**config.mk**
```make
export PLATFORM = sky130hd
export DESIGN_NAME = switch_loader
export DESIGN_NICKNAME = d
export VERILOG_FILES = /design/src/rtl/loader_pkg.sv /design/src/rtl/switch_loader_edge_detect.sv /design/src/rtl/switch_loader.sv
export SDC_FILE = /design/constraint.sdc
export NUM_CORES = 1
export LEC_CHECK = 0
export CORE_MARGIN = 5
export CORE_UTILIZATION = 35
export DETAILED_ROUTE_END_ITERATION = 12
export DONT_BUFFER_PORTS = 1
export PLACE_DENSITY = 0.55
export SLEW_MARGIN = 20
export SYNTH_ARGS = -nofsm -noshare
export SYNTH_HDL_FRONTEND = slang
export SYNTH_SLANG_ARGS = --single-unit
```
**constraint.sdc**
```tcl
create_clock -name clk_i -period 2.4 [get_ports clk_i]
set_clock_uncertainty 0.1 [all_clocks]
set_input_delay 0.36 -clock clk_i [delete_from_list [all_inputs] [get_ports clk_i]]
set_output_delay 0.36 -clock clk_i [all_outputs]
set_load 0.03 [all_outputs]
```
**src/rtl/loader_pkg.sv**
```systemverilog
// Shared types and default sizes for the switch-driven instruction memory loader.
package loader_pkg;

  localparam int WIDTH_DEF  = 16;
  localparam int ADDR_W_DEF = 7;

  typedef enum logic [1:0] {
    ST_IDLE  = 2'd0,
    ST_ARMED = 2'd1,
    ST_WRITE = 2'd2,
    ST_FULL  = 2'd3
  } state_e;

endpackage

```
**src/rtl/switch_loader_edge_detect.sv**
```systemverilog
// Registered rising/falling edge detector for the Load switch level.
module edge_detect (
  input  logic clk_i,
  input  logic rst_ni,
  input  logic sig_i,
  output logic rise_o,
  output logic fall_o
);

  logic sig_q;
  logic seen_low_q;

  always_ff @(posedge clk_i or negedge rst_ni) begin
    if (!rst_ni) begin
      sig_q      <= 1'b0;
      seen_low_q <= 1'b0;
    end else begin
      sig_q <= sig_i;
      if (!sig_i) seen_low_q <= 1'b1;
    end
  end

  // A switch already high when reset releases must be cycled before it counts as a rise.
  assign rise_o = sig_i & ~sig_q & seen_low_q;
  assign fall_o = ~sig_i & sig_q;

endmodule

```
**src/rtl/switch_loader.sv**
```systemverilog
// Loads words from board switches into processor instruction memory, one Strobe per word.
module switch_loader
  import loader_pkg::*;
#(
  parameter int WIDTH  = WIDTH_DEF,
  parameter int ADDR_W = ADDR_W_DEF
) (
  input  logic              clk_i,
  input  logic              rst_ni,
  input  logic              load_i,
  input  logic              strobe_i,
  input  logic [WIDTH-1:0]  data_i,
  input  logic              wr_ready_i,
  output logic              wr_en_o,
  output logic [ADDR_W-1:0] wr_addr_o,
  output logic [WIDTH-1:0]  wr_data_o,
  output logic              hold_o,
  output logic [ADDR_W:0]   count_o,
  output logic              done_o,
  output logic              overrun_o
);

  localparam logic [ADDR_W:0]   DEPTH = {1'b1, {ADDR_W{1'b0}}};
  localparam logic [ADDR_W-1:0] LAST  = {ADDR_W{1'b1}};

  state_e            state_q, state_d;
  logic [ADDR_W-1:0] addr_q, addr_d;
  logic [WIDTH-1:0]  data_q, data_d;
  logic [ADDR_W:0]   count_q, count_d;
  logic              ovr_q, ovr_d;
  logic              done_q, done_d;
  logic              stop_q, stop_d;
  logic              load_rise, load_fall;

  edge_detect u_load_edge (
    .clk_i  (clk_i),
    .rst_ni (rst_ni),
    .sig_i  (load_i),
    .rise_o (load_rise),
    .fall_o (load_fall)
  );

  always_ff @(posedge clk_i or negedge rst_ni) begin
    if (!rst_ni) begin
      state_q <= ST_IDLE;
      addr_q  <= '0;
      data_q  <= '0;
      count_q <= '0;
      ovr_q   <= 1'b0;
      done_q  <= 1'b0;
      stop_q  <= 1'b0;
    end else begin
      state_q <= state_d;
      addr_q  <= addr_d;
      data_q  <= data_d;
      count_q <= count_d;
      ovr_q   <= ovr_d;
      done_q  <= done_d;
      stop_q  <= stop_d;
    end
  end

  always_comb begin
    state_d = state_q;
    addr_d  = addr_q;
    data_d  = data_q;
    count_d = count_q;
    ovr_d   = ovr_q;
    done_d  = 1'b0;
    stop_d  = stop_q;
    unique case (state_q)
      ST_IDLE: begin
        if (load_rise) begin
          state_d = ST_ARMED;
          addr_d  = '0;
          count_d = '0;
          ovr_d   = 1'b0;
          stop_d  = 1'b0;
        end
      end
      ST_ARMED: begin
        if (load_fall) begin
          state_d = ST_IDLE;
          done_d  = 1'b1;
        end else if (strobe_i) begin
          data_d  = data_i;
          state_d = ST_WRITE;
        end
      end
      ST_WRITE: begin
        if (strobe_i) ovr_d = 1'b1;
        // Remember a Load drop so the session still ends if the switch bounces back high.
        if (load_fall) stop_d = 1'b1;
        if (wr_ready_i) begin
          addr_d = addr_q + 1'b1;
          if (count_q != DEPTH) count_d = count_q + 1'b1;
          if (stop_q || !load_i) begin
            state_d = ST_IDLE;
            done_d  = 1'b1;
            stop_d  = 1'b0;
          end else if (addr_q == LAST) begin
            state_d = ST_FULL;
          end else begin
            state_d = ST_ARMED;
          end
        end
      end
      ST_FULL: begin
        if (load_fall) begin
          state_d = ST_IDLE;
          done_d  = 1'b1;
        end else if (strobe_i) begin
          ovr_d = 1'b1;
        end
      end
      default: state_d = ST_IDLE;
    endcase
  end

  assign wr_en_o   = (state_q == ST_WRITE);
  assign wr_addr_o = addr_q;
  assign wr_data_o = data_q;
  assign hold_o    = (state_q != ST_IDLE);
  assign count_o   = count_q;
  assign done_o    = done_q;
  assign overrun_o = ovr_q;

endmodule

```
=== Yosys cells after proc, flatten, opt, wreduce, memory -nomap -nowiden ===
Cells that the tools add are included.

* Input bits: 21
* Flip-flop bits (word level): 38
* Output and inout port bits: 35
* Logic and storage cells: 68

* Bitwise logic cells: 6
* Muxes and demuxes: 27
* Reduce and logical (&&, ||, !) cells: 13
* Add/sub/neg operators: 2
* Equal/unequal tests: 11

{| class="wikitable"
|+ Operators with widths
! operator !! number
|-
| $mux 8 || 3
|-
| $pmux 8 s2 || 1
|-
| $mux 2 || 7
|-
| $mux 7 || 2
|-
| $pmux 7 s2 || 1
|-
| $mux 1 || 9
|-
| $reduce_and 3->1 || 3
|-
| $add 8x1->8 const B || 1
|-
| $ne 2x2->1 const B || 4
|-
| $ne 8x8->1 const B || 1
|-
| $pmux 2 s4 || 1
|-
| $reduce_and 4->1 || 2
|-
| $add 7x1->7 const B || 1
|-
| $eq 7x7->1 const B || 1
|-
| $eq 2x2->1 const B || 2
|-
| $pmux 1 s2 || 2
|-
| $reduce_bool 2->1 || 2
|-
| $and 1x1->1 || 3
|-
| $ne 3x3->1 const B || 1
|-
| $not 1->1 || 3
|-
| $pmux 1 s3 || 1
|-
| $reduce_bool 3->1 || 1
|-
| $eq 2x1->1 const B || 1
|-
| $logic_not 2->1 || 1
|-
| other kinds (5) || 5
|}

=== Depth between registers and ports, before layout ===
* Depth after elaboration: 6
* Depth in mapped cells: 6
* Gate-level depth less buffers: 5

=== Modules after synthesis ===
A second synthesis with hierarchy kept.

* Cell total of the unflattened synthesis: 155
* Area total of the unflattened synthesis: 1729.2 um^2

{| class="wikitable"
|+ Modules (own cells, without submodules)
! module !! cells each !! times used !! area an instance (um^2)
|-
| switch_loader || 150 || 1 || 1657.8
|-
| edge_detect || 5 || 1 || 71.3
|}

=== Worst setup path after synthesis ===
Ideal clock, no wire load.

* Path kind: register to register
* Start: register state_q[0]
* End: register addr_q[3] (netlist: wr_addr_o[3])
* Data arrival time: 1504 ps
* Cell stages (with the launch flop): 6
* Slack: 730 ps
* Required time: 2234 ps
* Cell sequence: dfrtp_1 buf_6 or2_4 o21a_1 or4_1 nand2_1

* Word-level cells in the longest chain between the ends: 3

{| class="wikitable"
|+ Ends and longest elaborated chain
! what !! RTL line !! source
|-
| start, declared || switch_loader.sv:26 || <nowiki>state_e state_q, state_d;</nowiki>
|-
| start signal, assigned || switch_loader.sv:53 || <nowiki>state_q <= state_d;</nowiki>
|-
| $eq 2x2->1 / $logic_not 2->1 (equally long branches) || switch_loader.sv:71 || <nowiki>unique case (state_q)</nowiki>
|-
| $ne 2x2->1 (no source line) / $reduce_bool 2->1 (equally long branches) || - ||
|-
| $reduce_and 3->1 (no source line) || - ||
|-
| end signal, assigned || switch_loader.sv:54 || <nowiki>addr_q <= addr_d;</nowiki>
|-
| end, declared || switch_loader.sv:27 || <nowiki>logic [ADDR_W-1:0] addr_q, addr_d;</nowiki>
|}

Several ways; a longest one is shown, not always the timed one.
A chain may end at the register's enable or synchronous reset.

=== Final worst setup path ===
Same ends and word-level chain as after synthesis.

==> impl_metrics.env <==
export IMPL_critPathMaxFanout=13
export IMPL_syn_nets=178
export IMPL_avgSynthCellArea_um2=11.3
export IMPL_crit_path_top_delay_cell="or4_1"
export IMPL_drive_above_1_share_pct=18.0
export IMPL_first_iter_violations=61
export IMPL_routedWlPerCell_um=17.1
export IMPL_fin_area_um2=1980
export IMPL_fillers=471
export IMPL_initial_core_util_pct=36.4
export IMPL_regArea_um2=951
export IMPL_core_area_um2=4750
export IMPL_rows=25
export IMPL_cap_violations=0
export IMPL_hpwl_um=2850
export IMPL_grt_pass1_vias=1325
export IMPL_worstSkewPairLatency_ns=0.28
export IMPL_wl_um=3890
export IMPL_async_reset_ff_share_pct=100
export IMPL_p_leak_nw=0.861
export IMPL_worstMarginPinSlew_ns=0.562
export IMPL_pin_count=56
export IMPL_htree_levels=2
export IMPL_finalCritPeriodShare_pct=81.3
export IMPL_cts_resized=0
export IMPL_yosysUniqueCellTypes=37
export IMPL_grt_ovfl_total=0
export IMPL_hold_violations=0
export IMPL_cts_tree="yes"
export IMPL_antenna_left=0
export IMPL_n_antenna_cell=0
export IMPL_cellPowerDensity_nw_per_um2=1310
export IMPL_crit_chain="or2_4, o21a_1, or4_1, nand2_1"
export IMPL_fin_crit_ns=1.95
export IMPL_cts_root_buffer="clkbuf_8"
export IMPL_critPathTopFamily="simple AND/OR/NAND/NOR gates"
export IMPL_path_class="reg2reg"
export IMPL_vias_per_cell=5.43
export IMPL_yosysWarnings=0
export IMPL_grt_max_degree=39
export IMPL_syn_cell_area_um2=1730
export IMPL_netlist_instances=154
export IMPL_die_w_um=80.4
export IMPL_placed_area_um2=1790
export IMPL_syn_to_final_growth_pct=14.0
export IMPL_clk_path_buf_depth=2
export IMPL_gp_congestion=0.775
export IMPL_layout_nets=184
export IMPL_synth_area_leaders="dfrtp_1, mux2_2, o21ai_0"
export IMPL_arrival_ns=2.07
export IMPL_clkTransAtPathRegs_ns=0.08
export IMPL_dp_slack_ns=0.488
export IMPL_setup_worst_path_start_class="flop"
export IMPL_first_pass_iters=4
export IMPL_synth_top_area_share_pct=54.9
export IMPL_slew_violations=0
export IMPL_ir_worst_vdd_uv=507
export IMPL_multi_input_area_um2=732
export IMPL_synth_seq_area_share_pct=54.9
export IMPL_die_h_um=80.4
export IMPL_slew_limit_headroom_pct=62.5
export IMPL_worst_slack_ns=0.448
export IMPL_hold_buffers=3
export IMPL_remaining_drc_errors=0
export IMPL_setup_violations_final=0
export IMPL_yosysMostFrequentCell="dfrtp_1"
export IMPL_synth_edf_count=0
export IMPL_rsz0062_at_grt="no"
export IMPL_via_count=1239
export IMPL_fmax_ghz=0.512
export IMPL_tns_ns=0
export IMPL_hp_class="in2reg"
export IMPL_synth_seq_cells=38
export IMPL_critPathCaptureType="flop"
export IMPL_grt_antenna_before_repair=0
export IMPL_critPathRequiredTime_ns=2.52
export IMPL_port_buffers=0
export IMPL_cts_buffers=5
export IMPL_cts_sinks=38
export IMPL_grt_pass1_wl_um=6470
export IMPL_synthFlopType="dfrtp_1"
export IMPL_slowest_delay_ns=0.53
export IMPL_track_usage_pct=13.0
export IMPL_status="completed"
export IMPL_cts_post_setup_buffers_inserted=0
export IMPL_yosysTopAreaCell="dfrtp_1"
export IMPL_crit_buf_inv=0
export IMPL_synth_top_cells_by_count="dfrtp_1, mux2_2, o21ai_0"
export IMPL_die_area_um2=6460
==> kinds of logic (layout without fill, tap and decap cells) <==
kind of cell	after synthesis	in the layout	synth area share [%]
mux	18	18	11.6
buf+inv	11	18	2.89
fa+ha+maj	3	3	2.17
simple gates	47	47	15.3
flops	38	38	54.9
xor+xnor	2	2	1.01
compound gates	35	35	12.1
==> routing by layer <==
layer	part of all wire [%]	GRT usage (%)
met5	0	0
met4	0.80	4.56
met3	10	6.73
met2	50	22.4
met1	38	13.6
==> where the power goes <==
group / leakage [nW] / internal [mW] / switching, mW
Clock: 0.0714 / 0.443 / 0.224
Sequential: 0.486 / 0.836 / 0.549
Combinational: 0.304 / 0.254 / 0.284
Total: 0.861 / 1.53 / 1.06
==> final timing paths <==
path,startpoint,endpoint,slack (ns),cells after the start
setup reg to reg,state_q[0],wr_addr_o[3],0.45,4
setup / recovery,state_q[0],wr_addr_o[3],0.45,4
hold / removal,load_i,u_load_edge.seen_low_q,0.05,1
max in group asynchronous,rst_ni,wr_addr_o[4],1.59,2
min in group asynchronous,rst_ni,done_o,0.43,2
hold reg to reg,stop_q,stop_q,0.40,1
==> state kept, by name, indices dropped and copies added, names as in the netlist <==
signal,flops
stop_q,1
count_o,8
overrun_o,1
wr_data_o,16
u_load_edge.sig_q,1
state_q,2
wr_addr_o,7
u_load_edge.seen_low_q,1
done_o,1
==> per-stage QoR <==
stage               instances  power [mW]  util, %  hold slack (ns)
floorplan                 154        1.81        -          -0.0356
detailed placement        217        1.93     37.7          -0.0342
global placement          217        1.90     37.7          -0.0339
global route              228        2.74     41.6           0.0383
finish                    228        2.59     41.6           0.0452
CTS                       228        2.63     41.6           0.0328
==> layout by cell type, fill, tap and decap left out, types with 2 or more instances in the layout <==
cell type	instances
dfrtp_1	38
nand3b_1	3
a31oi_1	3
nor2_1	9
mux2_2	17
clkbuf_8	6
nand2_1	7
o21a_1	2
and3_1	4
or3_1	2
ha_1	3
nor3_1	2
nand2b_1	4
xnor2_1	2
o21ai_0	17
a211oi_1	2
nand3_1	4
a21oi_1	4
dlygate4sd3_1	2
nand4_1	5
bufinv_16	2
inv_1	7
==> worst reg2reg max path, delay by kind of cell, from the launching register on <==
family | cells | cell delay (ns)
AO/OA/AOI/OAI | 1 | 0.36
AND/OR/NAND/NOR | 3 | 0.95
flip-flops | 1 | 0.49
==> layout make-up <==
type / count / area share (%)
inverter: 7 / 1.33
sequential: 38 / 48.1
clock buffer: 6 / 4.18
tap: 67 / 4.24
multi-input combinational: 105 / 37.0
timing repair buffer: 3 / 2.03
clock inverter: 2 / 3.04
Power figures use the tool's default switching activity.
